<file path="src/rtl/xgmii_loopback_channel.sv">
// XGMII loopback channel: MAC TX -> MAC RX with programmable latency,
// frame-aware pass / forced-idle / forced-local-fault modes, one-shot
// data corruption and optional link statistics.
// Optional feature macro: XGMII_LB_STATS_EN (frame_cnt / err_cnt counters).
module xgmii_loopback_channel #(
    parameter int unsigned LANES = 8,
    parameter int unsigned DELAY = 2,
    parameter int unsigned CNT_W = 32
) (
    input  logic               clk_xgmii_tx,
    input  logic               rst_xgmii_tx,
    input  logic [8*LANES-1:0] xgmii_txd,
    input  logic [LANES-1:0]   xgmii_txc,
    output logic [8*LANES-1:0] xgmii_rxd,
    output logic [LANES-1:0]   xgmii_rxc,
    input  logic [1:0]         cfg_mode,
    input  logic               corrupt_req,
    input  logic [8*LANES-1:0] corrupt_mask,
    output logic               corrupt_done,
    input  logic               stat_clr,
    output logic [CNT_W-1:0]   frame_cnt,
    output logic [CNT_W-1:0]   err_cnt
);

    localparam int unsigned DW   = 8 * LANES;
    localparam int unsigned COLS = LANES / 4;

    localparam logic [DW-1:0]    IDLE_D  = {LANES{8'h07}};
    localparam logic [DW-1:0]    FAULT_D = {COLS{32'h0100_009C}};
    localparam logic [LANES-1:0] FAULT_C = {COLS{4'b0001}};

    typedef enum logic [1:0] {
        MODE_PASS  = 2'b00,
        MODE_IDLE  = 2'b01,
        MODE_FAULT = 2'b10,
        MODE_RSVD  = 2'b11
    } mode_t;

    typedef enum logic {
        ST_IDLE,
        ST_IN_FRAME
    } state_t;

    state_t           state;
    state_t           state_nxt;
    mode_t            active_mode;
    logic             armed;
    logic [DW-1:0]    mask_q;
    logic             sof_any;
    logic             eof_any;
    logic             frame_open;
    logic             mode_load;
    logic             corrupt_hit;
    logic [DW-1:0]    s0_d;
    logic [LANES-1:0] s0_c;
    logic [DW-1:0]    pipe_d [DELAY];
    logic [LANES-1:0] pipe_c [DELAY];

    // Input word decode; frame_open means the last start in the word is not followed by a terminate
    always_comb begin
        sof_any    = 1'b0;
        eof_any    = 1'b0;
        frame_open = 1'b0;
        for (int unsigned k = 0; k < LANES; k++) begin
            if (xgmii_txc[k] && xgmii_txd[8*k +: 8] == 8'hFD) begin
                eof_any    = 1'b1;
                frame_open = 1'b0;
            end
            if ((k % 4) == 0 && xgmii_txc[k] && xgmii_txd[8*k +: 8] == 8'hFB) begin
                sof_any    = 1'b1;
                frame_open = 1'b1;
            end
        end
    end

    // Frame FSM state register
    always_ff @(posedge clk_xgmii_tx) begin
        if (rst_xgmii_tx) begin
            state <= ST_IDLE;
        end else begin
            state <= state_nxt;
        end
    end

    // Frame FSM next state and mode-latch enable
    always_comb begin
        state_nxt = state;
        mode_load = 1'b0;
        case (state)
            ST_IDLE: begin
                mode_load = !sof_any;
                if (frame_open) begin
                    state_nxt = ST_IN_FRAME;
                end
            end
            ST_IN_FRAME: begin
                if (eof_any) begin
                    state_nxt = ST_IDLE;
                end
            end
            default: state_nxt = ST_IDLE;
        endcase
    end

    // Stage-0 word selection by active mode, with one-shot corruption of all-data frame words
    always_comb begin
        corrupt_hit = armed && (active_mode == MODE_PASS) && (state == ST_IN_FRAME)
                      && (xgmii_txc == '0);
        s0_d = xgmii_txd;
        s0_c = xgmii_txc;
        case (active_mode)
            MODE_IDLE: begin
                s0_d = IDLE_D;
                s0_c = '1;
            end
            MODE_FAULT: begin
                s0_d = FAULT_D;
                s0_c = FAULT_C;
            end
            default: begin
                if (corrupt_hit) begin
                    s0_d = xgmii_txd ^ mask_q;
                end
            end
        endcase
    end

    // Mode latch and corruption arming; reserved mode is stored as pass
    always_ff @(posedge clk_xgmii_tx) begin
        if (rst_xgmii_tx) begin
            active_mode  <= MODE_PASS;
            armed        <= 1'b0;
            mask_q       <= '0;
            corrupt_done <= 1'b0;
        end else begin
            if (mode_load) begin
                active_mode <= (cfg_mode == 2'b11) ? MODE_PASS : mode_t'(cfg_mode);
            end
            corrupt_done <= corrupt_hit;
            if (corrupt_req) begin
                mask_q <= corrupt_mask;
                armed  <= 1'b1;
            end else if (corrupt_hit) begin
                armed <= 1'b0;
            end
        end
    end

    // Stage-0 register followed by DELAY-1 delay stages, all idle after reset
    always_ff @(posedge clk_xgmii_tx) begin
        if (rst_xgmii_tx) begin
            for (int unsigned i = 0; i < DELAY; i++) begin
                pipe_d[i] <= IDLE_D;
                pipe_c[i] <= '1;
            end
        end else begin
            pipe_d[0] <= s0_d;
            pipe_c[0] <= s0_c;
            for (int unsigned i = 1; i < DELAY; i++) begin
                pipe_d[i] <= pipe_d[i-1];
                pipe_c[i] <= pipe_c[i-1];
            end
        end
    end

    assign xgmii_rxd = pipe_d[DELAY-1];
    assign xgmii_rxc = pipe_c[DELAY-1];

`ifdef XGMII_LB_STATS_EN
    logic out_sof;
    logic out_err;

    // Output word decode for statistics
    always_comb begin
        out_sof = 1'b0;
        out_err = 1'b0;
        for (int unsigned k = 0; k < LANES; k++) begin
            if (xgmii_rxc[k] && xgmii_rxd[8*k +: 8] == 8'hFE) begin
                out_err = 1'b1;
            end
            if ((k % 4) == 0 && xgmii_rxc[k] && xgmii_rxd[8*k +: 8] == 8'hFB) begin
                out_sof = 1'b1;
            end
        end
    end

    // Saturating counters; clear wins over a same-cycle increment
    always_ff @(posedge clk_xgmii_tx) begin
        if (rst_xgmii_tx || stat_clr) begin
            frame_cnt <= '0;
            err_cnt   <= '0;
        end else begin
            if (out_sof && frame_cnt != '1) begin
                frame_cnt <= frame_cnt + CNT_W'(1);
            end
            if (out_err && err_cnt != '1) begin
                err_cnt <= err_cnt + CNT_W'(1);
            end
        end
    end
`else
    logic unused_stat_clr;

    assign unused_stat_clr = stat_clr;
    assign frame_cnt       = '0;
    assign err_cnt         = '0;
`endif

endmodule

</file>
<file path="config.mk">
export PLATFORM = sky130hd
export DESIGN_NAME = xgmii_loopback_channel
export DESIGN_NICKNAME = d
export VERILOG_FILES = /design/src/rtl/xgmii_loopback_channel.sv
export SDC_FILE = /design/constraint.sdc
export NUM_CORES = 1
export LEC_CHECK = 0
export CORE_MARGIN = 5
export CORE_UTILIZATION = 40
export CTS_BUF_LIST = sky130_fd_sc_hd__clkbuf_2
export DETAILED_ROUTE_END_ITERATION = 10
export PLACE_DENSITY = 0.81
export SYNTH_ARGS = -nofsm -noshare
export SYNTH_HDL_FRONTEND = slang
export SYNTH_SLANG_ARGS = --single-unit
</file>
<file path="constraint.sdc">
create_clock -name clk_xgmii_tx -period 2.3 [get_ports clk_xgmii_tx]
set_clock_uncertainty 0.1 [all_clocks]
set_input_delay 0.46 -clock clk_xgmii_tx [delete_from_list [all_inputs] [get_ports clk_xgmii_tx]]
set_output_delay 0.46 -clock clk_xgmii_tx [all_outputs]
set_load 0.02 [all_outputs]
</file>
Word-level counts from Yosys, hierarchy flattened
Memories as Yosys holds them, arrays and structs flattened. Index checks and enable logic that the tools add are counted.

Equal/unequal tests: 13. Mux-type cells: 35. Bitwise logic cells: 6. Reduce and logical (&&, ||, !) cells: 17.

Operator list (number): two-way mux 64 bit (3); case mux 64 bit (2 select lines) (1); == test 8 bit, second input constant (10); bitwise XOR 64 bit (1); two-way mux 1 bit (26); two-way mux 8 bit (2); case mux 8 bit (2 select lines) (1); logical AND 1 bit (13); zero test 8 bit (1); == test 2 bit, second input constant (2); bitwise OR 1 bit (4); == test 2 x 1 -> 1 bit, second input constant (1); zero test 2 bit (1); two-way mux 2 bit (1); case mux 1 bit (2 select lines) (1); nonzero test 2 bit (1); zero test 1 bit (1); NOT 1 bit (1).

Register bits: 69. Memory bits (writable): 144. Bits of input ports: 142. Output and inout port bits: 137. Logic and storage cells: 78. Memories kept: 2.

Memory list: pipe_d (words 2, bits a word 64, read ports 2, clocked after memory_dff 0, write ports 2, line 56) `logic [DW-1:0] pipe_d [DELAY];`; pipe_c (words 2, bits a word 8, read ports 2, clocked after memory_dff 0, write ports 2, line 57) `logic [LANES-1:0] pipe_c [DELAY];`.

Longest topological paths before layout
Gate-level depths: netlist of the first run.

Depth in word-level cells: 13. Depth in mapped cells: 8. Depth with buffers taken out: 6.

Least setup slack after synthesis of the first run
No wires, ideal clock.

Path type: in2reg. Start: in xgmii_txd[5]. End: reg active_mode[0]. Setup time: 0.070 ns. Arrival time: 1.499 ns. Setup slack: 0.631 ns. Stages on the path: 4. Buffers on the path: 0. Cell sequence: and4_4 -> a41o_1 -> or4b_1 -> a21oi_1.

Longest elaborated chain between the ends: 6.

RTL lines: from (decl) (line 12) `input logic [8*LANES-1:0] xgmii_txd,`; == test 8 bit (line 69) `if ((k % 4) == 0 && xgmii_txc[k] && xgmii_txd[8*k +: 8] == 8'hFB) begin`; logical AND 1 bit (line 69); two-way mux 1 bit (2 in a row) (line 69); zero test 1 bit (line 91) `mode_load = !sof_any;`; two-way mux 1 bit (line 89) `case (state)`; to (signal assigned) (line 137) `active_mode <= (cfg_mode == 2'b11) ? MODE_PASS : mode_t'(cfg_mode);`; to (decl) (line 46) `mode_t active_mode;`.

No other way between the ends. A chain may end at the register's enable or synchronous reset.

==> results_dict.tcl, run 1 <==
set metrics [dict create \
    cp_cell_sequence "dlygate4sd2_1" \
    drv_slew 0 \
    crit_buf_inv 1 \
    cts_buffers 54 \
    end_kind "output port" \
    synth_cell_types 36 \
    synth_most_common_cell "dfxtp_1" \
    rsz0062_at_grt "no" \
    drt-total-wl_mm 22.9 \
    power.internal_w 0.00525 \
    grt_use_total_pct 18.0 \
    hpwl_mm 16.8 \
    routabilityCongestion 0.818 \
    ys_warn_count 0 \
    routedWlPerCell_um 16.8 \
    post-route-util_pct 51.4 \
    fin_nets 1203 \
    core-area_sq_mm 0.0211 \
    start_kind "flop" \
    p_sw_w 0.00205 \
    ys_top_cells_by_area "dfxtp_1 50%, buf_4 12%, mux2i_1 7.5%, xor2_1 6.0%, nand4_1 5.2%" \
    yosysTopAreaCell "dfxtp_1" \
    critical_path_class "reg -> out" \
    netlist.area_leader.share_pct 49.8 \
    path_max_fanout 1 \
    numPortBuffers 213 \
    sw_frac_of_total_pct 28.1 \
    status "finished, final reports clean" \
    async_flop_share_pct 0 \
    maxCapViolCount 0 \
    drive_gt1_share_pct 14.9 \
    die_x_um 156 \
    cts_max_level 2 \
    cp_top_family "buffers and inverters" \
    synthFlopType "dfxtp_1" \
    synthTopCellsByCount "213 x dfxtp_1, 137 x buf_4, 102 x nor2_1, 71 x nand4_1, 64 x mux2i_1" \
    cts_tree "done" \
    dieArea_sq_mm 0.0244 \
    rows 53 \
    cts.path.max_buffers 3 \
    clk_latency_ns 0.78 \
    syn2layout_area_growth_pct 26.5 \
    hold_violations 0 \
    setup_viol 0 \
    tightest_slew_ns 0.884 \
    fmax_mhz 484 \
    pin_count 279 \
    ys_seq_elements 213 \
    grt_pass1_wl_mm 34.5 \
    hp-class "in -> reg" \
    worstPathRequired_ns 1.74 \
    cpPeakStageDelay_ns 0.39 \
    pwr-share-comb_pct 13.9 \
    root_buffer "clkbuf_2" \
    die_h_um 156 \
    cp.arrival_ns 1.50 \
    finalCritPeriodShare_pct 89.8 \
    seqPwrFrac_pct 54.4 \
    dpl_cell_area_sq_mm 0.0105 \
    antenna_found_initial 1 \
    p_leak_nw 4.66 \
    p_per_area_mw_per_mm2 673 \
    grt_max_degree 109 \
    design_area_sq_mm 0.0108 \
    synth-edff-count 0 \
    start_util_pct 40.6 \
    vias_per_cell 4.61 \
    syn_avg_cell_area_sq_um 9.82 \
    drt_iter0_markers 274 \
    first_global_vias 6323 \
    seq_area_frac_synth_pct 49.8 \
    path_clk_slew_ns 0.11 \
    clkPwrFrac_pct 31.7 \
    cts_num_sinks 213 \
    syn_inst 872 \
    dr_total_vias 6294 \
    drt_first_pass_iters 4 \
    fin_setup_tns_ns 0 \
    cp_slowest_cell "dlygate4sd2_1" \
    peakVddDrop_mv 0.340 \
    timing.slew.headroom_pct 41.1 \
    drc 0 \
    netlist_area_sq_mm 0.00857 \
    ant_nets 0 \
    gr-total-overflow 0 \
    fin_crit_ns 2.06 \
]
cell usage in the layout, fill, tap and decap left out, drive strengths merged, types with 2 or more instances in the layout:
cell type / netlist / layout
a21oi: 10 / 10
a41o: 2 / 2
buf: 165 / 44
clkbuf: 24 / 76
clkdlybuf4s50: 0 / 138
clkinv: 0 / 11
conb: 1 / 64
dfxtp: 213 / 213
dlygate4sd2: 0 / 73
ha: 3 / 3
inv: 14 / 15
mux2i: 64 / 64
nand2: 7 / 7
nand3: 6 / 6
nand3b: 2 / 2
nand4: 71 / 71
nor2: 102 / 102
nor2b: 41 / 41
nor3: 4 / 4
nor4: 4 / 4
nor4b: 3 / 3
o21ai: 28 / 28
or2: 33 / 33
or3: 2 / 2
or4b: 2 / 2
xnor2: 5 / 5
xor2: 59 / 59
metrics by stage:
stage	setup WS, ns	std cells	total power [W]	hold WS, ns
3_3_place_gp	-0.0584	1276	0.00509	0.293
3_5_place_dp	-0.0740	1276	0.00511	0.294
2_1_floorplan	0.631	935	0.00471	0.289
5_1_grt	0.131	1366	0.00772	0.0557
6_report	0.235	1366	0.00730	0.139
4_1_cts	0.145	1365	0.00743	0.0518
final cells by class:
class                           count  area [sq um]
Fill cell                        1947         10300
Sequential cell                   213          4260
Multi-Input combinational cell    519          3250
Timing Repair Buffer              256          2500
Clock buffer                       76           380
Tap cell                          275           344
Inverter                           14          52.6
Clock inverter                     12          46.3
Antenna cell                        1          2.50
state kept, by name (all words and copies together), names as in the netlist:
register	flops
pipe_d	128
mask_q	64
pipe_c	16
active_mode	2
armed	1
corrupt_done	1
state	1
tightest hold or removal path, stage by stage:
cell,delay (ns)
buf_4,0.25
mux2i_1,0.17
nor2_1,0.07
final timing paths:
| kind | start | endpoint | slack [ns] | depth (start not counted) |
|---|---|---|---|---|
| setup / recovery | pipe_c[0][10]$_SDFF_PP1_ | xgmii_rxc[2] | 0.24 | 1 |
| hold reg to reg | pipe_d[0][26]$_SDFF_PP1_ | pipe_d[0][90]$_SDFF_PP1_ | 0.30 | 1 |
| setup reg to reg | active_mode[1]$_SDFFE_PP0P_ | pipe_d[0][14]$_SDFF_PP0_ | 0.40 | 4 |
| hold / removal | corrupt_req | mask_q[21]$_SDFFE_PP0P_ | 0.14 | 3 |
cell families (layout without fill, tap and decap cells):
group,Yosys count,count (layout),share of synthesized area (%)
simple gates,281,281,17.7
flops,213,213,49.8
buf+inv,203,358,15.3
xor+xnor,64,64,6.54
mux,64,64,7.48
compound gates,43,43,2.77
fa+ha+maj,3,3,0.438
other cells,1,65,0.0438
what timing repair did:
item | in CTS | in global routing
setup buffers | 0 | 0
resized for setup | 73 | 0
hold endpoints to repair | 5 | 0
hold buffers | 1 | 0
setup endpoints to repair | 73 | 0
power by group through the flow:
stage	logic, W	clock network, W	registers (W)
6_report	0.00101	0.00231	0.00397
5_1_grt	0.00109	0.00263	0.00400
4_1_cts	0.00102	0.00244	0.00397
3_5_place_dp	0.00105	0	0.00406
3_3_place_gp	0.00103	0	0.00405
2_1_floorplan	0.000675	0	0.00403
metal layers:
metal	part of all wire [%]	track usage (%)	wire length (um)	vias to the layer above
met3	9.0	5.92	2060	50
met4	2.7	6.49	623	0
met5	0	0	0	-
met1	41	22.0	9320	2900
li1	-	-	-	3080
met2	48	29.6	10900	264
Note: power is estimated with default switching activity, not from simulation.
==> run 2: changes to the inputs <==
- DONT_BUFFER_PORTS: not set -> 1
- PLACE_DENSITY: 0.81 -> 0.64
- REMOVE_ABC_BUFFERS: not set -> 1
==> run 2 against run 1 <==
Net effect:
- the flow now stops in clock tree synthesis (4_1_cts)
- synthesized area unchanged
- synthesized cell count unchanged
==> results_dict.tcl, run 2 <==
set metrics [dict create \
    synthFlopType "dfxtp_1" \
    ctsResizeCount 0 \
    die_h_um 156 \
    seq_area_frac_synth_pct 49.8 \
    status "did not finish" \
    numPortBuffers 0 \
    root_buffer "clkbuf_2" \
    ys_warn_count 0 \
    synth-edff-count 0 \
    synth_most_common_cell "dfxtp_1" \
    cts.path.max_buffers 3 \
    async_flop_share_pct 0 \
    routabilityCongestion 0.742 \
    synth_cell_types 36 \
    die_x_um 156 \
    holdBufCountCts 227 \
    pin_count 279 \
    netlist_area_sq_mm 0.00857 \
    rows 53 \
    cts_buffers 56 \
    synthTopCellsByCount "213 x dfxtp_1, 137 x buf_4, 102 x nor2_1, 71 x nand4_1, 64 x mux2i_1" \
    yosysTopAreaCell "dfxtp_1" \
    ys_top_cells_by_area "dfxtp_1 50%, buf_4 12%, mux2i_1 7.5%, xor2_1 6.0%, nand4_1 5.2%" \
    syn_inst 872 \
    dpl_cell_area_sq_mm 0.00805 \
    hpwl_mm 13.1 \
    tool.error "[ERROR RSZ-0060] Max buffer count reached." \
    syn_avg_cell_area_sq_um 9.82 \
    post-cts-setup-buffers 0 \
    start_util_pct 40.6 \
    cts_num_sinks 213 \
    dp_cells 1031 \
    netlist.area_leader.share_pct 49.8 \
    cts_max_level 2 \
    stop_stage "clock tree synthesis (4_1_cts)" \
    ys_seq_elements 213 \
]
[run 2: cells by family after synthesis]
| family | synth area share, % |
|---|---|
| buffers and inverters | 15.3 |
| adder cells (fa/ha/maj) | 0.438 |
| AND/OR/NAND/NOR | 17.7 |
| AO/OA/AOI/OAI | 2.77 |
| flip-flops | 49.8 |
| XOR/XNOR | 6.54 |
| multiplexers | 7.48 |
| other | 0.0438 |
[run 2: stage by stage]
stage / util, % / worst slack (ns)
detailed placement: 38.2 / 0.381
global placement: 38.2 / 0.395
floorplan: - / -2.33
==> run 3: changes to the inputs <==
- CORE_UTILIZATION: 40 -> 25
- CTS_BUF_LIST: sky130_fd_sc_hd__clkbuf_2 -> not set
- PLACE_DENSITY: 0.64 -> not set
- PLACE_DENSITY_LB_ADDON: not set -> 0.15
==> run 3 against run 2 <==
Net effect:
- the flow now finishes without violations
==> results_dict.tcl, run 3 (same netlist as run 1, synthesis figures left out) <==
set metrics [dict create \
    pin_count 279 \
    hp-class "in -> reg" \
    post-route-util_pct 31.9 \
    cts_max_level 1 \
    p_leak_nw 4.33 \
    drt-total-wl_mm 26.1 \
    nFillCells 3557 \
    ant_nets 0 \
    rows 67 \
    post-cts-setup-buffers 0 \
    cp.arrival_ns 2.35 \
    finalCritPeriodShare_pct 85.9 \
    first_global_vias 6273 \
    holdBufCountCts 151 \
    dp_slack_ns 0.348 \
    finalNonFillerCells 1406 \
    drc 0 \
    path_clk_slew_ns 0.06 \
    tightest_slew_ns 0.910 \
    critical_path_class "reg -> reg" \
    maxCapViolCount 0 \
    cts_num_sinks 213 \
    die_x_um 195 \
    hold_violations 0 \
    largestRegisters "pipe_d: 128 flops, mask_q: 64 flops, pipe_c: 16 flops" \
    p_per_area_mw_per_mm2 855 \
    fmax_mhz 506 \
    largest_register "pipe_d" \
    grt_use_total_pct 13.4 \
    fin_crit_ns 1.98 \
    start_util_pct 25.4 \
    syn2layout_area_growth_pct 25.6 \
    dp_cells 1206 \
    final_cell_mix "213 x dfxtp_1, 150 x dlygate4sd3_1, 102 x nor2_1, 71 x nand4_1" \
    routabilityCongestion 0.674 \
    drv_slew 0 \
    gr-total-overflow 0 \
    die_h_um 195 \
    timing.slew.headroom_pct 38.5 \
    dr_total_vias 5796 \
    grt_pass1_wl_mm 39.7 \
    cts_tree "done" \
    largest_register_ff_count 128 \
    grt_max_degree 108 \
    final_common_cell "dfxtp_1" \
    numPortBuffers 0 \
    ctsResizeCount 0 \
    start_kind "flop" \
    setup_viol 0 \
    status "finished, final reports clean" \
    antenna_found_initial 1 \
    drt_iter0_markers 164 \
    root_buffer "clkbuf_16" \
    path_max_fanout 5 \
    hpwl_mm 15.7 \
    core-area_sq_mm 0.0337 \
    drt_first_pass_iters 4 \
    fin_setup_tns_ns 0 \
    routedWlPerCell_um 18.6 \
    fin_nets 1083 \
    setup_ws_ns 0.324 \
    rsz0062_at_grt "no" \
    peakVddDrop_mv 0.492 \
    clk_latency_ns 0.53 \
    cts_buffers 27 \
    end_kind "flop" \
    vias_per_cell 4.12 \
    cts.path.max_buffers 3 \
    worstPathRequired_ns 2.67 \
    dieArea_sq_mm 0.0381 \
    drive_gt1_share_pct 10.1 \
]
## run 3: where the power goes
| part | internal (W) | switching, W | leakage (nW) |
|---|---|---|---|
| clock network | 0.00277 | 0.00163 | 0.454 |
| registers | 0.00391 | 0.000157 | 1.76 |
| logic | 0.000369 | 0.000368 | 2.11 |
| total | 0.00704 | 0.00215 | 4.33 |
## run 3: critical path: stages (launching register included)
cell,delay [ns]
dfxtp_1,0.34
a41o_1,0.26
or4b_1,0.51
a21oi_1,0.15
dlygate4sd3_1,0.56
## run 3: final cells by class
| type | instances | area [sq um] | share of cell area (%) |
|---|---|---|---|
| sequential | 213 | 4260 | 39.6 |
| multi-input combinational | 519 | 3260 | 30.3 |
| timing repair buffer | 163 | 1680 | 15.6 |
| clock buffer | 41 | 818 | 7.61 |
| tap | 448 | 561 | 5.21 |
| clock inverter | 7 | 115 | 1.07 |
| inverter | 14 | 52.6 | 0.489 |
| antenna | 1 | 2.50 | 0.0233 |
## run 3: final timing paths
path / cells past startpoint / slack (ns) / startpoint / endpoint
min reg2reg: 1 / 0.30 / pipe_d[0][17]$_SDFF_PP1_ / pipe_d[0][81]$_SDFF_PP1_
max reg2reg: 4 / 0.32 / state$_SDFF_PP0_ / active_mode[0]$_SDFFE_PP0P_
min: 2 / 0.03 / xgmii_txd[42] / pipe_d[0][42]$_SDFF_PP1_
max: 4 / 0.32 / state$_SDFF_PP0_ / active_mode[0]$_SDFFE_PP0P_
## run 3: through the flow
| stage | area (sq um) | hold slack, ns | total power (W) |
|---|---|---|---|
| after detailed placement | 8290 | 0.292 | 0.00462 |
| final | 10800 | 0.0328 | 0.00920 |
| after CTS | 10800 | 0.000338 | 0.00940 |
| after floorplan | 7550 | 0.289 | 0.00448 |
| after global placement | 8290 | 0.291 | 0.00462 |
| after global routing | 10800 | 0.00872 | 0.00962 |
## run 3: layer usage
layer  global-route usage, %  wire length (um)  up-vias
li1                        -                 -     2820
met2                    22.7             12400      190
met1                    16.6             11100     2750
met5                       0                 0        -
met3                    3.89              1820       36
met4                    3.54               693        0
